`src/rtl/mult_unit_pkg.sv`:
```
// Shared definitions for the iterative multiply unit: FSM state encoding
// and the default operand width.
package mult_unit_pkg;

  typedef enum logic [1:0] {
    IDLE = 2'd0,
    RUN  = 2'd1,
    FIX  = 2'd2
  } mult_state_e;

  localparam int unsigned DEFAULT_WIDTH = 32;

endpackage

```
`src/rtl/mult_unit_abs.sv`:
```
// Conditional two's-complement magnitude: passes val_i through unless neg_i
// is set, in which case it returns -val_i modulo 2^WIDTH.
module mult_unit_abs #(
  parameter int unsigned WIDTH = 32
) (
  input  logic [WIDTH-1:0] val_i,
  input  logic             neg_i,
  output logic [WIDTH-1:0] mag_o
);

  always_comb begin
    mag_o = val_i;
    if (neg_i) begin
      mag_o = ~val_i + WIDTH'(1);
    end
  end

endmodule

```
`src/rtl/mult_unit.sv`:
```
// Radix-2 shift-add multiplier for mult/multu: WIDTH iterations on operand
// magnitudes, then a sign fix-up that commits the product to HI/LO.
module mult_unit
  import mult_unit_pkg::*;
#(
  parameter int unsigned WIDTH = DEFAULT_WIDTH,
  parameter int unsigned CNT_W = 6
) (
  input  logic             clk,
  input  logic             reset,
  input  logic             start_mult,
  input  logic             mult_sign,
  input  logic [WIDTH-1:0] srca,
  input  logic [WIDTH-1:0] srcb,
  output logic [WIDTH-1:0] hi,
  output logic [WIDTH-1:0] lo,
  output logic             mult_busy,
  output logic             mult_done
);

  mult_state_e        state_q;
  logic [2*WIDTH-1:0] acc_q;
  logic [2*WIDTH-1:0] acc_d;
  logic [WIDTH-1:0]   mcand_q;
  logic [WIDTH-1:0]   mplier_q;
  logic [WIDTH-1:0]   mplier_d;
  logic [CNT_W-1:0]   cnt_q;
  logic               neg_q;
  logic [WIDTH-1:0]   hi_q;
  logic [WIDTH-1:0]   lo_q;
  logic               busy_q;
  logic               done_q;

  logic [WIDTH-1:0]   mag_a;
  logic [WIDTH-1:0]   mag_b;
  logic [2*WIDTH-1:0] result;
  logic [WIDTH:0]     sum;

  mult_unit_abs #(.WIDTH(WIDTH)) u_abs_a (
    .val_i (srca),
    .neg_i (mult_sign & srca[WIDTH-1]),
    .mag_o (mag_a)
  );

  mult_unit_abs #(.WIDTH(WIDTH)) u_abs_b (
    .val_i (srcb),
    .neg_i (mult_sign & srcb[WIDTH-1]),
    .mag_o (mag_b)
  );

  mult_unit_abs #(.WIDTH(2*WIDTH)) u_abs_res (
    .val_i (acc_q),
    .neg_i (neg_q),
    .mag_o (result)
  );

  // {carry, acc, multiplier} shifted right as one register; after WIDTH steps
  // the full product sits in acc.
  always_comb begin
    sum      = {1'b0, acc_q[2*WIDTH-1:WIDTH]} + {1'b0, (mplier_q[0] ? mcand_q : '0)};
    acc_d    = {sum, acc_q[WIDTH-1:1]};
    mplier_d = {acc_q[0], mplier_q[WIDTH-1:1]};
  end

  always_ff @(posedge clk or posedge reset) begin
    if (reset) begin
      state_q  <= IDLE;
      acc_q    <= '0;
      mcand_q  <= '0;
      mplier_q <= '0;
      cnt_q    <= '0;
      neg_q    <= 1'b0;
      hi_q     <= '0;
      lo_q     <= '0;
      busy_q   <= 1'b0;
      done_q   <= 1'b0;
    end else begin
      done_q <= 1'b0;
      case (state_q)
        RUN: begin
          acc_q    <= acc_d;
          mplier_q <= mplier_d;
          cnt_q    <= cnt_q - CNT_W'(1);
          if (cnt_q == CNT_W'(1)) begin
            state_q <= FIX;
          end
        end
        FIX: begin
          hi_q    <= result[2*WIDTH-1:WIDTH];
          lo_q    <= result[WIDTH-1:0];
          done_q  <= 1'b1;
          busy_q  <= 1'b0;
          state_q <= IDLE;
        end
        default: begin
          // IDLE, and the unused encoding recovers here as IDLE
          state_q <= IDLE;
          if (start_mult) begin
            mcand_q  <= mag_a;
            mplier_q <= mag_b;
            neg_q    <= mult_sign & (srca[WIDTH-1] ^ srcb[WIDTH-1]);
            acc_q    <= '0;
            cnt_q    <= CNT_W'(WIDTH);
            busy_q   <= 1'b1;
            state_q  <= RUN;
          end
        end
      endcase
    end
  end

  assign hi        = hi_q;
  assign lo        = lo_q;
  assign mult_busy = busy_q;
  assign mult_done = done_q;

endmodule

```
`config.mk`:
```
export PLATFORM = sky130hd
export DESIGN_NAME = mult_unit
export DESIGN_NICKNAME = d
export VERILOG_FILES = /design/src/rtl/mult_unit_pkg.sv /design/src/rtl/mult_unit_abs.sv /design/src/rtl/mult_unit.sv
export SDC_FILE = /design/constraint.sdc
export NUM_CORES = 1
export LEC_CHECK = 0
export ABC_AREA = 1
export CAP_MARGIN = 40
export CORE_ASPECT_RATIO = 0.9
export CORE_MARGIN = 3
export CORE_UTILIZATION = 50
export CTS_BUF_LIST = sky130_fd_sc_hd__clkbuf_8
export DETAILED_ROUTE_END_ITERATION = 8
export GPL_ROUTABILITY_DRIVEN = 0
export PLACE_DENSITY = 0.71
export SLEW_MARGIN = 20
export SYNTH_ARGS = -nofsm -noshare
export SYNTH_HDL_FRONTEND = slang
export SYNTH_SLANG_ARGS = --single-unit
```
`constraint.sdc`:
```
create_clock -name clk -period 9 [get_ports clk]
set_input_delay 1.35 -clock clk [delete_from_list [all_inputs] [get_ports clk]]
set_output_delay 1.35 -clock clk [all_outputs]
set_load 0.005 [all_outputs]
```
Yosys cells after proc, flatten, opt, wreduce, memory -nomap -nowiden --
Index checks and enable logic that the tools add are counted. W data, S select, Z words.
Storage, ports and cells: register bits 203, bits of input ports 68, output and inout port bits 66, logic and storage cells 51
Operators by class: $add $sub $neg 5, eq/ne operators 4, mux-type cells 16, bitwise operators 10, reductions and logical operators 6
Operators by type and width (count):
- $mux W32 | 4
- $mux W64 | 2
- $pmux W64 S2 | 1
- $add A32 B1 Y32 const B | 2
- $add A64 B1 Y64 const B | 1
- $not A32 Y32 | 2
- $not A64 Y64 | 1
- $pmux W32 S2 | 1
- $add A32 B32 Y33 | 1
- $pmux W6 S2 | 1
- $eq A6 B1 Y1 const B | 1
- $mux W6 | 1
- $reduce_and A2 Y1 | 3
- $sub A6 B1 Y6 const B | 1
- $pmux W2 S2 | 1
- $reduce_bool A2 Y1 | 2
- $and A1 B1 Y1 | 3
- $mux W1 | 3
- $not A1 Y1 | 3
- $eq A2 B1 Y1 const B | 1
- $eq A2 B2 Y1 const B | 1
- $mux W2 | 1
- $ne A2 B2 Y1 const B | 1
- $pmux W1 S2 | 1
- 2 further kinds | 2

Longest topological paths before layout --
depth in word-level cells 5, mapped depth 18, depth with buffers taken out 16

Cells and area by module --
A second synthesis with hierarchy kept.
Second synthesis, totals: cells, all modules 2392, area, all modules 15204.6 um2
Modules (own cells, without submodules):
- mult_unit | instances 1, cells each 1440, area each 10521.3 um2
- mult_unit_abs at u_abs_res | instances 1, cells each 498, area each 2466.1 um2
- mult_unit_abs at u_abs_a ... | instances 2, cells each 227, area each 1108.6 um2

Worst setup path after synthesis --
No wires, ideal clock.
path kind input port to flip-flop, start point input srcb[0], end point register mplier_q[20], library setup time 120 ps, arrival 2422 ps, required time 8880 ps, slack 6458 ps, stages on the path 9, buffers on the path 0, cells stage by stage inv_1 > ha_1 > nand3_2 > nor2_4 > nand3_2 > o21ai_0 > nor2_1 > o21ai_1 > nand2_1
Between the ends: cells in the longest elaborated chain, start to end 5
Ends and longest elaborated chain:
- start, declared | RTL line mult_unit.sv:14 | input logic [WIDTH-1:0] srcb,
- $not A32 Y32 | RTL line mult_unit_abs.sv:14 | mag_o = ~val_i + WIDTH'(1);
- $add A32 B1 Y32 | RTL line mult_unit_abs.sv:14
- $mux W32 | RTL line mult_unit_abs.sv:13 | if (neg_i) begin
- $mux W32 | RTL line mult_unit.sv:98 | if (start_mult) begin
- $pmux W32 S2 | RTL line mult_unit.sv:79 | case (state_q)
- end signal, assigned | RTL line mult_unit.sv:82 | mplier_q <= mplier_d;
- end signal, assigned | RTL line mult_unit.sv:100 | mplier_q <= mag_b;
- end, declared | RTL line mult_unit.sv:25 | logic [WIDTH-1:0] mplier_q;
No other way between the ends. The select of a mux whose other input is x is not followed. A chain may end at the register's enable or synchronous reset.

Worst setup path in the final report --
start point input start_mult, end point register mplier_q[24]
Between the ends: cells in the longest elaborated chain, start to end 2
Ends and longest elaborated chain:
- start, declared | RTL line mult_unit.sv:11 | input logic start_mult,
- $reduce_bool A2 Y1 (no line)
- $reduce_and A2 Y1 (no line)
No other way between the ends.

==> results.yml <==
timing:
  max_slew_margin: 0.4686
  fin_skew_ns: 0.04529
  slew_at_the_pin_closest_to_its_max_slew_limit_ns: 0.7962
  finalSetupTns_ns: 0
  setup-violations-final: 0
  hold_viol: 0
  unrepaired_setup_endpoints_after_global_routing: "false"
  maxSlewViolCount: 0
  layout_min_cycle_time_ns: 3.551
  final.setup.worst_slack_ns: 5.449
  final_min_period_over_clock_period: 0.3945
  holdWs_ns: 0.4767
  max_freq_mhz: 281.6
drt:
  postRouteAntennaNets: 0
  routed_wire_length_per_instance_um: 14.70
  drt_drc_violations_left: 0
  drt-vias-per-instance: 5.356
  drtPass1Iterations: 6
  routed-via-count: 14700
  detailedRoute.firstIterationViolations: 1450
  route.final.wire_length_um: 40350
final_layout:
  final_cell_mix: "sky130_fd_sc_hd__nand2_1 (780), sky130_fd_sc_hd__inv_1 (300), sky130_fd_sc_hd__nor2_1 (262), sky130_fd_sc_hd__dfrtp_1 (202), sky130_fd_sc_hd__nand3_1 (196)"
  final_common_cell: "sky130_fd_sc_hd__nand2_1"
  post_route_cells_drive_above_1_share: 0.04320
  area_growth_pct: 16.83
  insertedDiodeCount: 0
  nets: 2469
  post-route-cell-area_um2: 16840
grt:
  grt_busiest_layer: "met1"
  first_pass_grt_wire_length_um: 66760
  globalRouteOverflowTotal: 0
  grt_use_total: 0.2600
  met2_usage: 0.3879
  global_route_met3_utilization: 0.03171
  grt_start_max_net_pins: 80
  antenna_found_initial: 0
  met1_usage: 0.3988
  grt_pass1_vias: 13510
power_and_ir_drop:
  design_power_total_uw: 4833
  power_leakage_uw: 0.008913
  vdd_drop_max_mv: 0.1873
  p_per_area_nw_per_um2: 286.9
logic_synthesis:
  synth_top_cells_by_area: "sky130_fd_sc_hd__dfrtp_1 (35%), sky130_fd_sc_hd__nand2_1 (20%), sky130_fd_sc_hd__inv_1 (7.6%)"
  yosys_register_bits: 203
  synth_largest_type_area_fraction: 0.3523
  synth.net_count: 2350
  syn-mean-instance-area_um2: 6.431
  post_synth_num_cell_types: 46
  yosys_warnings: 0
  portion_of_the_post_synthesis_area_used_by_sequential_elements: 0.3523
  synth_edf_count: 0
  postSynth.asyncResetShare: 1.000
  cell_area_after_synthesis_um2: 14420
  synth_top_cell_by_area: "sky130_fd_sc_hd__dfrtp_1"
  synthCells: 2242
  yosys_most_used_dff: "sky130_fd_sc_hd__dfrtp_1"
critical_path:
  worst-r2r-setup-slack_ns: 5.46
  worst_setup_path_end_kind: "register"
  critical_path_arrival_ns: 3.98
  worst-path-max-fanout: 78
  timing_worst_setup_path_type: "in -> reg"
  critPathRequiredTime_ns: 9.43
  critical_path.startpoint_type: "primary input"
cts:
  clk_transition_reported_paths_ns: 0.06
  root_buffer: "sky130_fd_sc_hd__clkbuf_8"
  number_of_gates_resized_after_cts: 0
  tritoncts.num_buffers: 37
  number_of_buffers_added_to_fix_hold_violations_after_cts: 0
  clk_path_buf_depth: 3
  cts_htree_levels: 2
  cts_setup_buffers: 0
  tritoncts_sink_count: 203
  insertion_delay_ns: 0.54
  cts_tree: "done"
placed_design:
  dp_worst_setup_slack_ns: 4.966
  placed_instance_area_um2: 16020
  dp_hpwl_um: 30430
  port_buffers: 133
die:
  boundaryPins: 134
  die-width_um: 185
  core_area_um2: 28160
  row_count: 58
  start_util: 0.5121
  die-height_um: 167.1
  design.die.area_um2: 30910
job:
  drv.max_cap_violation_count: 0
outcome:
  result_of_the_run: "finished, final reports clean"
worst_hold_path:
  hold_class: "reg -> reg"
-- layout make-up --
type,instances,area (um2)
flip-flops and latches,203,5081
inverters,295,1115
clock inverters,17,152.6
repair buffers,149,1526
well taps,360,450.4
fillers,2771,11310
clock buffers,45,619.3
multi-input cells,1675,7900
-- flip-flops by register name, indices dropped and copies added, names as in the netlist --
| signal | cells |
|---|---|
| lo | 32 |
| cnt_q | 6 |
| state_q | 2 |
| mult_busy | 1 |
| mplier_q | 32 |
| neg_q | 1 |
| acc_q | 64 |
| hi | 32 |
| mcand_q | 32 |
| mult_done | 1 |
-- synthesized netlist by cell type, drive strengths merged, types with 11 or more instances --
cell,n
nand2,786
inv,294
nor2,276
dfrtp,203
nand3,200
o21ai,125
a21oi,60
o22ai,45
xor2,43
ha,39
buf,35
clkbuf,32
nand3b,16
nand4,15
nor3,15
a31oi,13
xnor2,11
-- path summary, 6_finish.rpt --
path | from | to | depth (start not counted)
worst min register to register | hi[31] | hi[31] | 2
min in group asynchronous | reset | acc_q[2] | 2
max in group asynchronous | reset | hi[2] | 5
worst max register to register | state_q[1] | mplier_q[24] | 11
worst min-delay path | hi[31] | hi[31] | 2
worst max-delay path | start_mult | mplier_q[24] | 9
-- cells by family (layout without fill, tap and decap cells) --
| family | Yosys count | after routing | synth area share |
|---|---|---|---|
| AND/OR/NAND/NOR | 1322 | 1322 | 0.3804 |
| buffers and inverters | 364 | 506 | 0.1005 |
| AO/OA/AOI/OAI | 259 | 259 | 0.09875 |
| flip-flops | 203 | 203 | 0.3523 |
| XOR/XNOR | 54 | 54 | 0.03280 |
| adder cells (fa/ha/maj) | 40 | 40 | 0.03523 |
-- critical path: stages --
cell,delay [ns]
sky130_fd_sc_hd__clkdlybuf4s50_1,0.47
sky130_fd_sc_hd__inv_1,0.08
sky130_fd_sc_hd__a21oi_4,0.14
sky130_fd_sc_hd__buf_4,0.63
sky130_fd_sc_hd__inv_1,0.53
sky130_fd_sc_hd__buf_4,0.40
sky130_fd_sc_hd__a21oi_1,0.17
sky130_fd_sc_hd__nand2_1,0.07
sky130_fd_sc_hd__o21ai_0,0.08
-- routing by layer --
layer,wire [um],up-vias
met3,3268,73
met4,921,0
met1,19100,6636
met5,0,-
met2,17060,659
li1,-,7329
-- metrics by stage --
stage,std cells,utilization
3_3_place_gp,2676,0.5666
4_1_cts,2741,0.5962
5_1_grt,2744,0.5982
3_5_place_dp,2679,0.5688
2_1_floorplan,2242,-
6_report,2744,0.5982
-- power by group --
group | total, uW | switching [uW] | internal [uW]
combinational | 2420 | 1540 | 889
clock | 926 | 389 | 537
sequential | 1480 | 254 | 1230
total | 4830 | 2180 | 2650
Note: power is estimated with default switching activity, not from simulation.
